===== config.mk =====
export PLATFORM = sky130hd
export DESIGN_NAME = ccff_chain_loader
export DESIGN_NICKNAME = d
export VERILOG_FILES = /design/src/rtl/ccff_chain_loader_pkg.sv /design/src/rtl/ccff_word_serializer.sv /design/src/rtl/ccff_chain_loader.sv
export SDC_FILE = /design/constraint.sdc
export NUM_CORES = 1
export LEC_CHECK = 0
export ABC_AREA = 1
export BUFFER_PORTS_ARGS = -buffer_cell sky130_fd_sc_hd__buf_4
export CELL_PAD_IN_SITES_DETAIL_PLACEMENT = 0
export CELL_PAD_IN_SITES_GLOBAL_PLACEMENT = 2
export CORE_MARGIN = 2
export CORE_UTILIZATION = 31
export DETAILED_ROUTE_END_ITERATION = 10
export PLACE_DENSITY_LB_ADDON = 0.1
export SLEW_MARGIN = 20
export SYNTH_ARGS = -nofsm -noshare
export SYNTH_HDL_FRONTEND = slang
export SYNTH_SLANG_ARGS = --single-unit

===== constraint.sdc =====
create_clock -name prog_clk -period 1.2 [get_ports prog_clk]
set_input_delay 0.18 -clock prog_clk [delete_from_list [all_inputs] [get_ports prog_clk]]
set_output_delay 0.18 -clock prog_clk [all_outputs]
set_load 0.01 [all_outputs]

===== src/rtl/ccff_chain_loader_pkg.sv =====
// ccff_chain_loader_pkg: shared state and mode types for the configuration-chain loader.
package ccff_chain_loader_pkg;
   typedef enum logic [1:0] {IDLE, FETCH, SHIFT, DONE} state_t;
   typedef enum logic {LOAD, VERIFY} mode_t;
endpackage


===== src/rtl/ccff_word_serializer.sv =====
// ccff_word_serializer: holds one host word and presents it MSB-first, one bit per shift.
module ccff_word_serializer #(
   parameter int WORD_W = 8
) (
   input  logic              clk,
   input  logic              rst,
   input  logic              load,
   input  logic              shift,
   input  logic [WORD_W-1:0] data,
   output logic              msb,
   output logic              last_bit
);
   localparam int WC_W = $clog2(WORD_W + 1);
   logic [WORD_W-1:0] sr_q, sr_d;
   logic [WC_W-1:0]   wcnt_q, wcnt_d;
   always_comb begin
      sr_d   = load ? data : shift ? sr_q << 1 : sr_q;
      wcnt_d = load ? WC_W'(WORD_W) : shift ? wcnt_q - 1'b1 : wcnt_q;
   end
   always_ff @(posedge clk or posedge rst) begin
      if (rst) begin
         sr_q   <= '0;
         wcnt_q <= '0;
      end else begin
         sr_q   <= sr_d;
         wcnt_q <= wcnt_d;
      end
   end
   assign msb      = sr_q[WORD_W-1];
   assign last_bit = wcnt_q == WC_W'(1);
endmodule


===== src/rtl/ccff_chain_loader.sv =====
// ccff_chain_loader: serializes host words into a ccff chain head, gating the chain clock,
// with an optional verify pass comparing the chain tail against the resent stream.
module ccff_chain_loader
   import ccff_chain_loader_pkg::*;
#(
   parameter  int WORD_W    = 8,
   parameter  int CHAIN_LEN = 24,
   localparam int CNT_W     = $clog2(CHAIN_LEN + 1)
) (
   input  logic              prog_clk,
   input  logic              pReset,
   input  logic              start,
   input  logic              verify,
   input  logic [WORD_W-1:0] s_data,
   input  logic              s_valid,
   output logic              s_ready,
   output logic              ccff_head,
   output logic              chain_clk_en,
   input  logic              ccff_tail,
   output logic              busy,
   output logic              done,
   output logic              verify_err
);
   state_t           state_q, state_d;
   mode_t            mode_q, mode_d;
   logic [CNT_W-1:0] bit_cnt_q, bit_cnt_d;
   logic             err_q, err_d;
   logic             msb, last_bit, load, shift;
   assign load  = state_q == FETCH && s_valid;
   assign shift = state_q == SHIFT;
   ccff_word_serializer #(.WORD_W(WORD_W)) u_ser (
      .clk     (prog_clk),
      .rst     (pReset),
      .load    (load),
      .shift   (shift),
      .data    (s_data),
      .msb     (msb),
      .last_bit(last_bit)
   );
   always_comb begin
      state_d   = state_q;
      mode_d    = mode_q;
      bit_cnt_d = bit_cnt_q;
      err_d     = err_q;
      case (state_q)
         IDLE: begin
            bit_cnt_d = '0;
            if (start) begin
               state_d = FETCH;
               mode_d  = mode_t'(verify);
               err_d   = 1'b0;
            end
         end
         FETCH: state_d = s_valid ? SHIFT : FETCH;
         SHIFT: begin
            bit_cnt_d = bit_cnt_q + 1'b1;
            // tail holds the bit stored by the previous pass at this same position
            if (mode_q == VERIFY && ccff_tail != msb) err_d = 1'b1;
            state_d = bit_cnt_q == CNT_W'(CHAIN_LEN - 1) ? DONE : last_bit ? FETCH : SHIFT;
         end
         default: state_d = IDLE;
      endcase
   end
   always_ff @(posedge prog_clk or posedge pReset) begin
      if (pReset) begin
         state_q   <= IDLE;
         mode_q    <= LOAD;
         bit_cnt_q <= '0;
         err_q     <= 1'b0;
      end else begin
         state_q   <= state_d;
         mode_q    <= mode_d;
         bit_cnt_q <= bit_cnt_d;
         err_q     <= err_d;
      end
   end
   assign s_ready      = state_q == FETCH;
   assign chain_clk_en = shift;
   assign ccff_head    = shift & msb;
   assign busy         = state_q != IDLE;
   assign done         = state_q == DONE;
   assign verify_err   = err_q;
endmodule


==> out/results.tsv, run 1 <==
stage	metric	value	unit
sta	Max Slew Vio Count	0	
global_routing	met2 GRT Util	24.5	%
routing	routed len/inst	11.1	um
synthesis	Synth Warn #	0	
synthesis	count of flip-flops with a built-in enable after synthesis	0	
synthesis	Syn Nets	158	
sta	setup slack after layout	-0.157	ns
finish	Core Util, Final	45.9	%
clock_tree	CTS tree	done	
routing	vias per std cell	4.38	
sta	Setup violations, final	16	
global_routing	global-route wire length before repair	4.53	mm
synthesis	most frequent cells after synthesis	nand2_1, nor2_1, dfrtp_1	
finish	FILL cells	361	
synthesis	Seq/Total Area, Yosys	46.9	%
die	row count	21	
die	die span in x	64.1	um
pwr	total leakage power	0.790	nW
placed_design	PortBufs	19	
global_routing	largest net degree at the start of global routing	22	
finish	fin nets	196	
placed_design	hpwl dp	1.73	mm
worst_setup_path	R2R depth	7	
worst_hold_path	Hold Crit Class	in2reg	
pwr	Net Sw Frac	40.9	%
worst_setup_path	Worst R2R Start	state_q[0]$_DFFE_PP0P_	
sta	Final Skew	0.00296	ns
clock_tree	clk slew on worst S/H paths	0.11	ns
die	Die H	64.1	um
die	number of top-level pins	20	
worst_hold_path	hold path depth	3	
synthesis	Cells after Synth	141	
finish	Antenna Diode Count	0	
finish	multi-input gate area in the final layout	541	um^2
sta	Final Hold Fails	0	
sta	worst slew pin tran	0.296	ns
sta	Fmax	0.737	GHz
pwr	sw power	0.00141	W
clock_tree	CTS Sinks	21	
worst_setup_path	CP required	1.02	ns
routing	detailed-route wire length	2.49	mm
global_routing	met3 usage	2.82	%
synthesis	count of different cell masters after synthesis	22	
die	total core area	3420	um^2
sta	minimum clock period	1.36	ns
global_routing	Tot GR Track Use	14.1	%
die	Initial Util	32.8	%
worst_setup_path	CP arrival	1.18	ns
global_routing	total gr overflow	0	
synthesis	Cell Area, Synth	1120	um^2
sta	accumulated negative setup slack	-1.27	ns
worst_setup_path	critical path type	reg2out	
synthesis	Synth top area share	46.9	%
synthesis	biggest area consumer among synthesized cells	dfrtp_1	
worst_setup_path	crit path from	state_q[0]$_DFFE_PP0P_	
run_status	status	finished, violations left	
clock_tree	Inserted Clock Buffers	3	
routing	initial DRC count	45	
global_routing	initial antenna violation count	0	
worst_hold_path	hold path start	verify	
worst_setup_path	maximum fanout along the worst path	4	
routing	via count	981	
pwr	Gate power share	55.0	%
pwr	power share of the clock group	10.0	%
global_routing	vias in the first global route	1017	
clock_tree	clock buffer depth	2	
worst_setup_path	Critical Path Sink Type	primary output	
clock_tree	root buf cell	clkbuf_4	
finish	Layout area overhead	40.0	%
synthesis	Synth area leaders	dfrtp_1, nand2_1, nor2_1, inv_1, nand3_1	
routing	1st-pass router iterations	4	
synthesis	most frequent cell after synthesis	nand2_1	
sta	Rel. slew slack	80.3	%
global_routing	busiest layer in global routing	met2	
die	Die Area	4110	um^2
finish	layout cell share with drive strength beyond 1	36.0	%
synthesis	Mapped Avg Cell Area	7.94	um^2
routing	drc violations	0	
placed_design	RD Place Congestion	0.756	
pwr	power share of the sequential group	35.0	%
run_status	failing checks	setup timing	
clock_tree	clock latency on the worst-skew pair	0.30	ns
pwr	internal cell power	0.00203	W
sta	RSZ-0062 raised after global routing	yes	
global_routing	GR Util met1	16.1	%
finish	FF/Latch Area	528	um^2
synthesis	#FFs+latches synth	21	
flow_run	total of max-cap violations	0	
synthesis	post-synthesis async set-or-reset flop share	100	%
sta	fin crit share	113	%
synthesis	ys flop type	dfrtp_1	
routing	Routed Antenna Nets	0	
worst_setup_path	Critical Path Start Type	register	
pwr	Power Dens Cells	2200	nW/um^2
clock_tree	H-tree level count	1	
pwr	peak supply drop	893	uV
## cell type report
type                            instances  share of cell area (%)
Multi-Input combinational cell         94                    34.5
Sequential cell                        21                    33.7
Timing Repair Buffer                   36                    20.4
Inverter                               23                    6.15
Tap cell                               46                    3.67
Clock buffer                            4                    1.68
## through the flow
step | hold WS (ns) | cell area, um^2 | total power, W | cells | setup slack, ns
2_1_floorplan | 0.157 | 1120 | 0.00217 | 141 | 0.178
3_3_place_gp | 0.242 | 1350 | 0.00261 | 211 | 0.0521
3_5_place_dp | 0.250 | 1350 | 0.00263 | 211 | 0.0311
4_1_cts | 0.0995 | 1490 | 0.00330 | 223 | -0.168
5_1_grt | 0.0985 | 1570 | 0.00378 | 224 | -0.235
6_report | 0.114 | 1570 | 0.00344 | 224 | -0.157
## critical path: stages, from the launching register on
cell and delay [ns]:
dfrtp_2 0.47, inv_4 0.08, nor2_2 0.18, buf_4 0.16
## sequential cells by signal (all words and copies together) (netlist names)
name          cells
state_q           2
mode_q            1
u_ser.wcnt_q      4
bit_cnt_q         5
verify_err        1
u_ser.sr_q        8
## routing by layer
layer,wire (um),vias to the layer above
met5,0,-
li1,-,505
met4,69,0
met2,1290,18
met1,1030,452
met3,101,6
## power by group through the flow
stage / logic, W / registers (W) / clock network, W
after detailed placement: 0.00140 / 0.00122 / 0
after floorplan: 0.00105 / 0.00112 / 0
final: 0.00189 / 0.00120 / 0.000342
after CTS: 0.00175 / 0.00118 / 0.000369
after global placement: 0.00139 / 0.00122 / 0
after global routing: 0.00212 / 0.00126 / 0.000406
## worst paths after layout
| path | endpoint | slack, ns |
|---|---|---|
| min in group asynchronous | u_ser.wcnt_q[0]$_DFFE_PP0P_ | 0.46 |
| max in group asynchronous | state_q[0]$_DFFE_PP0P_ | 0.49 |
| min | mode_q$_DFFE_PP0P_ | 0.11 |
| min reg2reg | u_ser.sr_q[2]$_DFFE_PP0P_ | 0.49 |
| max reg2reg | u_ser.sr_q[5]$_DFFE_PP0P_ | -0.07 |
| max | s_ready | -0.16 |
## timing repair
| action | 4_1_cts | 5_1_grt |
|---|---|---|
| resized for setup | 10 | 25 |
| endpoints found under the hold margin | 21 | 0 |
| pin swaps | 4 | 8 |
| setup endpoints to repair | 5 | 23 |
| setup buffers | 7 | 2 |
| hold buffers | 1 | 0 |
## layout by cell type (no fill, tap or decap), drive strengths merged
cell type / instances
inv: 23
nand3: 14
o22ai: 1
dlygate4sd3: 1
ha: 3
nand2: 35
xnor2: 1
dfrtp: 21
a22o: 1
o21a: 1
clkbuf: 4
buf: 35
nand4: 2
nor2: 27
o21ai: 7
xor2: 2
## logic make-up (layout without fill, tap and decap cells)
group	after synthesis	count (layout)	share of synthesized area, %
flops	21	21	46.9
xor+xnor	3	3	2.35
fa+ha+maj	3	3	3.35
buf+inv	26	63	10.5
simple gates	78	78	31.7
compound gates	10	10	5.14
No activity file was read; power rests on OpenSTA's default activity.
==> run 2: changes to the inputs <==
--- a/config.mk
+++ b/config.mk
@@ -11,6 +11,7 @@
 export CELL_PAD_IN_SITES_GLOBAL_PLACEMENT = 2
 export CORE_MARGIN = 2
 export CORE_UTILIZATION = 31
+export CTS_BUF_LIST = sky130_fd_sc_hd__clkbuf_8 sky130_fd_sc_hd__clkbuf_16
 export DETAILED_ROUTE_END_ITERATION = 10
 export PLACE_DENSITY_LB_ADDON = 0.1
 export SLEW_MARGIN = 20
==> run 2 against run 1 <==
  * The flow still finishes with violations (setup timing)
  * Sequential power hardly changed
  * Highest routed layer unchanged
  * Combinational power about the same
  * First-iteration DRC count up 8.9%
  * Design area rose by 0.48%
  * Final cell count rose by 0.45%
  * Clock power up 32%
  * Wire length is 1.0% higher
  * Die area stayed put
  * Critical path type unchanged
==> out/results.tsv, run 2 (synthesis gave the netlist of run 1 again) <==
stage	metric	value	unit	change
finish	most common cell after layout, fill and taps aside	nand2_1		
placed_design	hpwl dp	1.73	mm	unchanged
sta	Final Skew	0.00212	ns	-0.000844 ns
run_status	status	finished, violations left		
global_routing	met2 GRT Util	24.3	%	-0.13 points
clock_tree	H-tree level count	1		unchanged
finish	layout cell share with drive strength beyond 1	33.5	%	-2.4 points
die	Initial Util	32.8	%	unchanged
sta	RSZ-0062 raised after global routing	yes		
routing	vias per std cell	4.48		+2.3%
die	die span in x	64.1	um	unchanged
clock_tree	clk slew on worst S/H paths	0.07	ns	-0.04 ns
global_routing	total gr overflow	0		unchanged
sta	fin crit share	108	%	-5.2 points
finish	Layout area overhead	40.7	%	
global_routing	vias in the first global route	1012		-0.49%
global_routing	met3 usage	2.82	%	unchanged
placed_design	PortBufs	19		unchanged
routing	initial DRC count	49		+8.9%
routing	detailed-route wire length	2.51	mm	+1.0%
clock_tree	clock latency on the worst-skew pair	0.26	ns	-0.04 ns
finish	fin nets	197		+0.51%
pwr	Pwr Total	0.00356	W	+3.5%
pwr	Power Dens Cells	2260	nW/um^2	+3.0%
clock_tree	Inserted Clock Buffers	3		unchanged
routing	Routed Antenna Nets	0		unchanged
sta	Fmax	0.772	GHz	+4.8%
global_routing	initial antenna violation count	0		unchanged
worst_setup_path	CP arrival	1.12	ns	-0.06 ns
die	Die H	64.1	um	unchanged
clock_tree	CTS tree	done		
global_routing	largest net degree at the start of global routing	22		unchanged
die	total core area	3420	um^2	unchanged
pwr	peak supply drop	989	uV	+11%
finish	FILL cells	368		+1.9%
flow_run	total of max-cap violations	0		unchanged
sta	minimum clock period	1.30	ns	-0.0619 ns
run_status	failing checks	setup timing		
sta	Max Slew Vio Count	0		unchanged
routing	drc violations	0		unchanged
clock_tree	CTS Sinks	21		unchanged
die	row count	21		unchanged
pwr	power share of the clock group	12.7	%	+2.7 points
routing	via count	1008		+2.8%
pwr	total leakage power	0.810	nW	+2.4%
worst_setup_path	Critical Path Start Type	register		
global_routing	GR Util met1	16.4	%	+0.33 points
die	number of top-level pins	20		unchanged
finish	Antenna Diode Count	0		unchanged
worst_setup_path	critical path type	reg2out		
routing	1st-pass router iterations	4		unchanged
global_routing	Tot GR Track Use	14.2	%	+0.075 points
worst_setup_path	Critical Path Sink Type	primary output		
die	Die Area	4110	um^2	unchanged
clock_tree	root buf cell	clkbuf_8		
finish	max reg flops	8		unchanged
pwr	power share of the sequential group	34.0	%	-1.0 points
sta	Final Hold Fails	0		unchanged
placed_design	RD Place Congestion	0.756		unchanged
worst_setup_path	CP required	1.02	ns	about the same
sta	worst slew pin tran	0.288	ns	-0.00766 ns
worst_hold_path	Hold Crit Class	in2reg		
global_routing	busiest layer in global routing	met2		
pwr	internal cell power	0.00215	W	+5.8%
finish	most frequent cells in the layout	nand2_1, buf_4, nor2_1, inv_1, dfrtp_1		
pwr	Gate power share	53.3	%	-1.7 points
finish	top flop regs	u_ser.sr_q x8, bit_cnt_q x5, u_ser.wcnt_q x4		
sta	setup slack after layout	-0.0954	ns	+0.0619 ns
sta	Rel. slew slack	80.8	%	+0.51 points
pwr	sw power	0.00141	W	+0.12%
global_routing	global-route wire length before repair	4.55	mm	+0.46%
routing	routed len/inst	11.2	um	+0.56%
clock_tree	clock buffer depth	2		unchanged
worst_setup_path	maximum fanout along the worst path	4		unchanged
finish	largest register by flop count	u_ser.sr_q		
finish	Core Util, Final	46.1	%	+0.22 points
pwr	Net Sw Frac	39.6	%	-1.3 points
sta	Setup violations, final	14		-2
[run 2: cell types whose count changed in the layout (fill, tap and decap cells not counted), sizes merged]
cell	change
clkbuf	-1
buf	+1
inv	+1
[run 2: what timing repair did]
item,4_1_cts,5_1_grt
hold buffers,1,0
hold endpoints to repair,21,0
buffers inserted,7,2
pin swaps,4,3
setup endpoints to repair,5,23
resized for setup,9,15
[run 2: routing by layer]
| metal | up-vias | part of all wire (%) |
|---|---|---|
| met5 | - | 0 |
| met4 | 0 | 2.1 |
| met3 | 4 | 3.7 |
| met2 | 14 | 52 |
| met1 | 480 | 42 |
| li1 | 510 | - |
[run 2: path summary, 6_finish.rpt]
path | from | endpoint | slack [ns] | cells after the start
worst max-delay path | state_q[0]$_DFFE_PP0P_ | chain_clk_en | -0.1 | 3
worst min-delay path | verify | mode_q$_DFFE_PP0P_ | 0.16 | 3
worst max register to register | state_q[1]$_DFFE_PP0P_ | bit_cnt_q[0]$_DFFE_PP0P_ | -0.08 | 6
worst min register to register | u_ser.sr_q[3]$_DFFE_PP0P_ | u_ser.sr_q[3]$_DFFE_PP0P_ | 0.48 | 2
max in group asynchronous | pReset | state_q[0]$_DFFE_PP0P_ | 0.44 | 4
min in group asynchronous | pReset | u_ser.wcnt_q[0]$_DFFE_PP0P_ | 0.51 | 4
[run 2: through the flow]
stage          setup TNS, ns  std cells  hold slack [ns]  worst slack (ns)  area [um^2]
5_1_grt                -1.91        225            0.165            -0.153         1580
2_1_floorplan              0        141            0.157             0.178         1120
6_report              -0.727        225            0.162           -0.0954         1580
3_5_place_dp               0        211            0.250            0.0311         1350
3_3_place_gp               0        211            0.242            0.0521         1350
4_1_cts               -0.691        223            0.157            -0.101         1520
[run 2: layout make-up]
cell class,count,area (um^2),area share (%)
flip-flops and latches,21,528,33.5
clock inverters,1,3.75,0.238
multi-input cells,94,526,33.4
well taps,46,57.6,3.65
clock buffers,3,41.3,2.62
inverters,23,91.3,5.80
repair buffers,37,328,20.8
[run 2: power by group through the flow]
stage	clock [W]	sequential [W]	combinational (W)
5_1_grt	0.000515	0.00126	0.00213
3_3_place_gp	0	0.00122	0.00139
4_1_cts	0.000478	0.00119	0.00179
2_1_floorplan	0	0.00112	0.00105
6_report	0.000452	0.00121	0.00190
3_5_place_dp	0	0.00122	0.00140
[run 2: worst max-delay path: stages (launching register included)]
cell and delay (ns):
dfrtp_2 0.46, buf_12 0.15, nor2_4 0.12, buf_6 0.12
==> run 3: changes to the inputs <==
--- a/config.mk
+++ b/config.mk
@@ -14,6 +14,7 @@
 export CTS_BUF_LIST = sky130_fd_sc_hd__clkbuf_8 sky130_fd_sc_hd__clkbuf_16
 export DETAILED_ROUTE_END_ITERATION = 10
 export PLACE_DENSITY_LB_ADDON = 0.1
+export REMOVE_ABC_BUFFERS = 1
 export SLEW_MARGIN = 20
 export SYNTH_ARGS = -nofsm -noshare
 export SYNTH_HDL_FRONTEND = slang
==> run 3 against run 2 <==
  * The flow still finishes with violations (setup timing)
  * Final cell count fell by 1.3%
  * Clock skew grew 0.0062 ns
  * Power fell by 4.6%
  * Global-route usage is 0.53 points lower
  * Wire length decreased by 3.0%
  * Non-clock buffer count shrank 3
  * Die area did not move
  * Critical path type unchanged
  * Largest power group unchanged
  * Highest routed layer unchanged
==> out/results.tsv, run 3 (synthesis gave the netlist of run 1 again) <==
stage	metric	value	unit	change
die	row count	21		unchanged
routing	vias per std cell	4.34		-3.1%
finish	top flop regs	u_ser.sr_q x8, bit_cnt_q x5, u_ser.wcnt_q x4		
die	Die H	64.1	um	unchanged
sta	RSZ-0062 raised after global routing	yes		
routing	detailed-route wire length	2.44	mm	-3.0%
worst_hold_path	hold path start	verify		
worst_setup_path	maximum fanout along the worst path	5		+1
routing	initial DRC count	34		-31%
clock_tree	Inserted Clock Buffers	3		unchanged
finish	Antenna Diode Count	0		unchanged
sta	Rel. slew slack	81.1	%	+0.37 points
sta	WHS	0.150	ns	-0.0119 ns
sta	minimum clock period	1.33	ns	+0.0309 ns
pwr	Power Dens Cells	2260	nW/um^2	-0.11%
die	die span in x	64.1	um	unchanged
placed_design	RD Place Congestion	0.730		-3.4%
pwr	peak supply drop	804	uV	-19%
clock_tree	H-tree level count	1		unchanged
finish	layout cell share with drive strength beyond 1	29.5	%	-4.0 points
worst_setup_path	CP required	1.02	ns	about the same
routing	via count	964		-4.4%
worst_setup_path	Worst R2R Setup Slack	-0.12	ns	-0.04 ns
run_status	status	finished, violations left		
worst_hold_path	WHS Endpoint	mode_q$_DFFE_PP0P_		
clock_tree	clock latency on the worst-skew pair	0.27	ns	about the same
routing	Routed Antenna Nets	0		unchanged
finish	most frequent cells in the layout	nand2_1, buf_4, nor2_1, dfrtp_1, inv_1		
worst_setup_path	Reg2Reg Capture Point	bit_cnt_q[1]$_DFFE_PP0P_		
sta	setup slack after layout	-0.126	ns	-0.0309 ns
clock_tree	CTS tree	done		
finish	largest register by flop count	u_ser.sr_q		
die	total core area	3420	um^2	unchanged
finish	FF/Latch Area	528	um^2	unchanged
global_routing	largest net degree at the start of global routing	22		unchanged
flow_run	total of max-cap violations	0		unchanged
finish	max reg flops	8		unchanged
die	number of top-level pins	20		unchanged
sta	Final Skew	0.00836	ns	+0.00624 ns
finish	Layout area overhead	34.3	%	
routing	drc violations	0		unchanged
die	Initial Util	32.8	%	unchanged
placed_design	hpwl dp	1.74	mm	+0.66%
global_routing	global-route wire length before repair	4.33	mm	-4.9%
worst_hold_path	hold path depth	3		unchanged
finish	fin nets	194		-1.5%
clock_tree	clock buffer depth	2		unchanged
clock_tree	clk slew on worst S/H paths	0.09	ns	+0.02 ns
worst_setup_path	R2R depth	6		unchanged
worst_setup_path	Critical Path Sink Type	primary output		
sta	Fmax	0.754	GHz	-2.3%
run_status	failing checks	setup timing		
sta	fin crit share	111	%	+2.6 points
global_routing	Tot GR Track Use	13.7	%	-0.53 points
sta	Final Hold Fails	0		unchanged
worst_hold_path	Hold Crit Class	in2reg		
sta	worst slew pin tran	0.283	ns	-0.00559 ns
placed_design	Place WS	0.0173	ns	-0.0137 ns
placed_design	PortBufs	19		unchanged
clock_tree	root buf cell	clkbuf_8		
routing	routed len/inst	11.0	um	-1.7%
clock_tree	CTS Sinks	21		unchanged
global_routing	total gr overflow	0		unchanged
worst_setup_path	Worst R2R Start	state_q[1]$_DFFE_PP0P_		
finish	Non-Filler Instances	222		-1.3%
finish	Core Util, Final	44.0	%	-2.1 points
placed_design	Placed Cells	210		-0.47%
sta	Setup violations, final	14		unchanged
routing	1st-pass router iterations	3		-1
die	Die Area	4110	um^2	unchanged
worst_setup_path	Critical Path Start Type	register		
sta	Max Slew Vio Count	0		unchanged
finish	most common cell after layout, fill and taps aside	nand2_1		
global_routing	initial antenna violation count	0		unchanged
finish	FILL cells	358		-2.7%
finish	multi-input gate area in the final layout	500	um^2	-4.8%
global_routing	vias in the first global route	976		-3.6%
worst_setup_path	CP arrival	1.15	ns	+0.03 ns
worst_setup_path	critical path type	reg2out		
pwr	total leakage power	0.775	nW	-4.3%
run 3: worst max path at each step:
stage                                      start                     endpoint  slack [ns]  depth (start not counted)
after floorplan           state_q[1]$_DFFE_PP0P_  u_ser.wcnt_q[3]$_DFFE_PP0P_        0.07                          5
after global placement    state_q[0]$_DFFE_PP0P_                    ccff_head        0.05                          4
after detailed placement  state_q[0]$_DFFE_PP0P_  u_ser.wcnt_q[3]$_DFFE_PP0P_        0.02                          4
after CTS                 state_q[1]$_DFFE_PP0P_                      s_ready       -0.11                          3
after global routing      state_q[0]$_DFFE_PP0P_                 chain_clk_en       -0.17                          3
final                     state_q[0]$_DFFE_PP0P_                 chain_clk_en       -0.13                          3
run 3: layout make-up:
type	instances	area share, %
inverters	23	6.07
repair buffers	34	18.6
clock buffers	3	2.75
multi-input cells	94	33.3
well taps	46	3.83
flip-flops and latches	21	35.1
clock inverters	1	0.333
run 3: critical path, stage by stage, from the launching register on:
cell and delay, ns:
dfrtp_2 0.48, buf_6 0.14, nor2_4 0.13, buf_6 0.12
run 3: report_power, final:
| group | total [W] | switching, W | leakage (nW) | internal [W] |
|---|---|---|---|---|
| registers | 0.00120 | 0.000215 | 0.266 | 0.000988 |
| logic | 0.00171 | 0.000900 | 0.484 | 0.000807 |
| clock network | 0.000486 | 0.000254 | 0.0255 | 0.000232 |
| total | 0.00340 | 0.00137 | 0.775 | 0.00203 |
run 3: routing by layer:
metal	GRT usage [%]	vias up	share of wire [%]
met5	0	-	0
met4	5.59	0	1.5
met3	2.29	5	3.2
met2	22.8	13	49
met1	17.5	442	47
li1	-	504	-
run 3: through the flow:
step	TNS [ns]	cell area [um^2]	power (W)
after floorplan	0	1090	0.00209
after global routing	-1.95	1500	0.00372
after CTS	-0.810	1480	0.00337
final	-0.855	1500	0.00340
after global placement	0	1350	0.00261
after detailed placement	0	1350	0.00262
run 3: timing repair:
item / in CTS / in global routing
setup buffers: 6 / 1
pin swaps: 3 / 2
gates cloned: 0 / 0
gates resized for setup: 11 / 3
endpoints found under the setup margin: 7 / 21
hold buffers: 1 / 0
hold endpoints to repair: 21 / 0
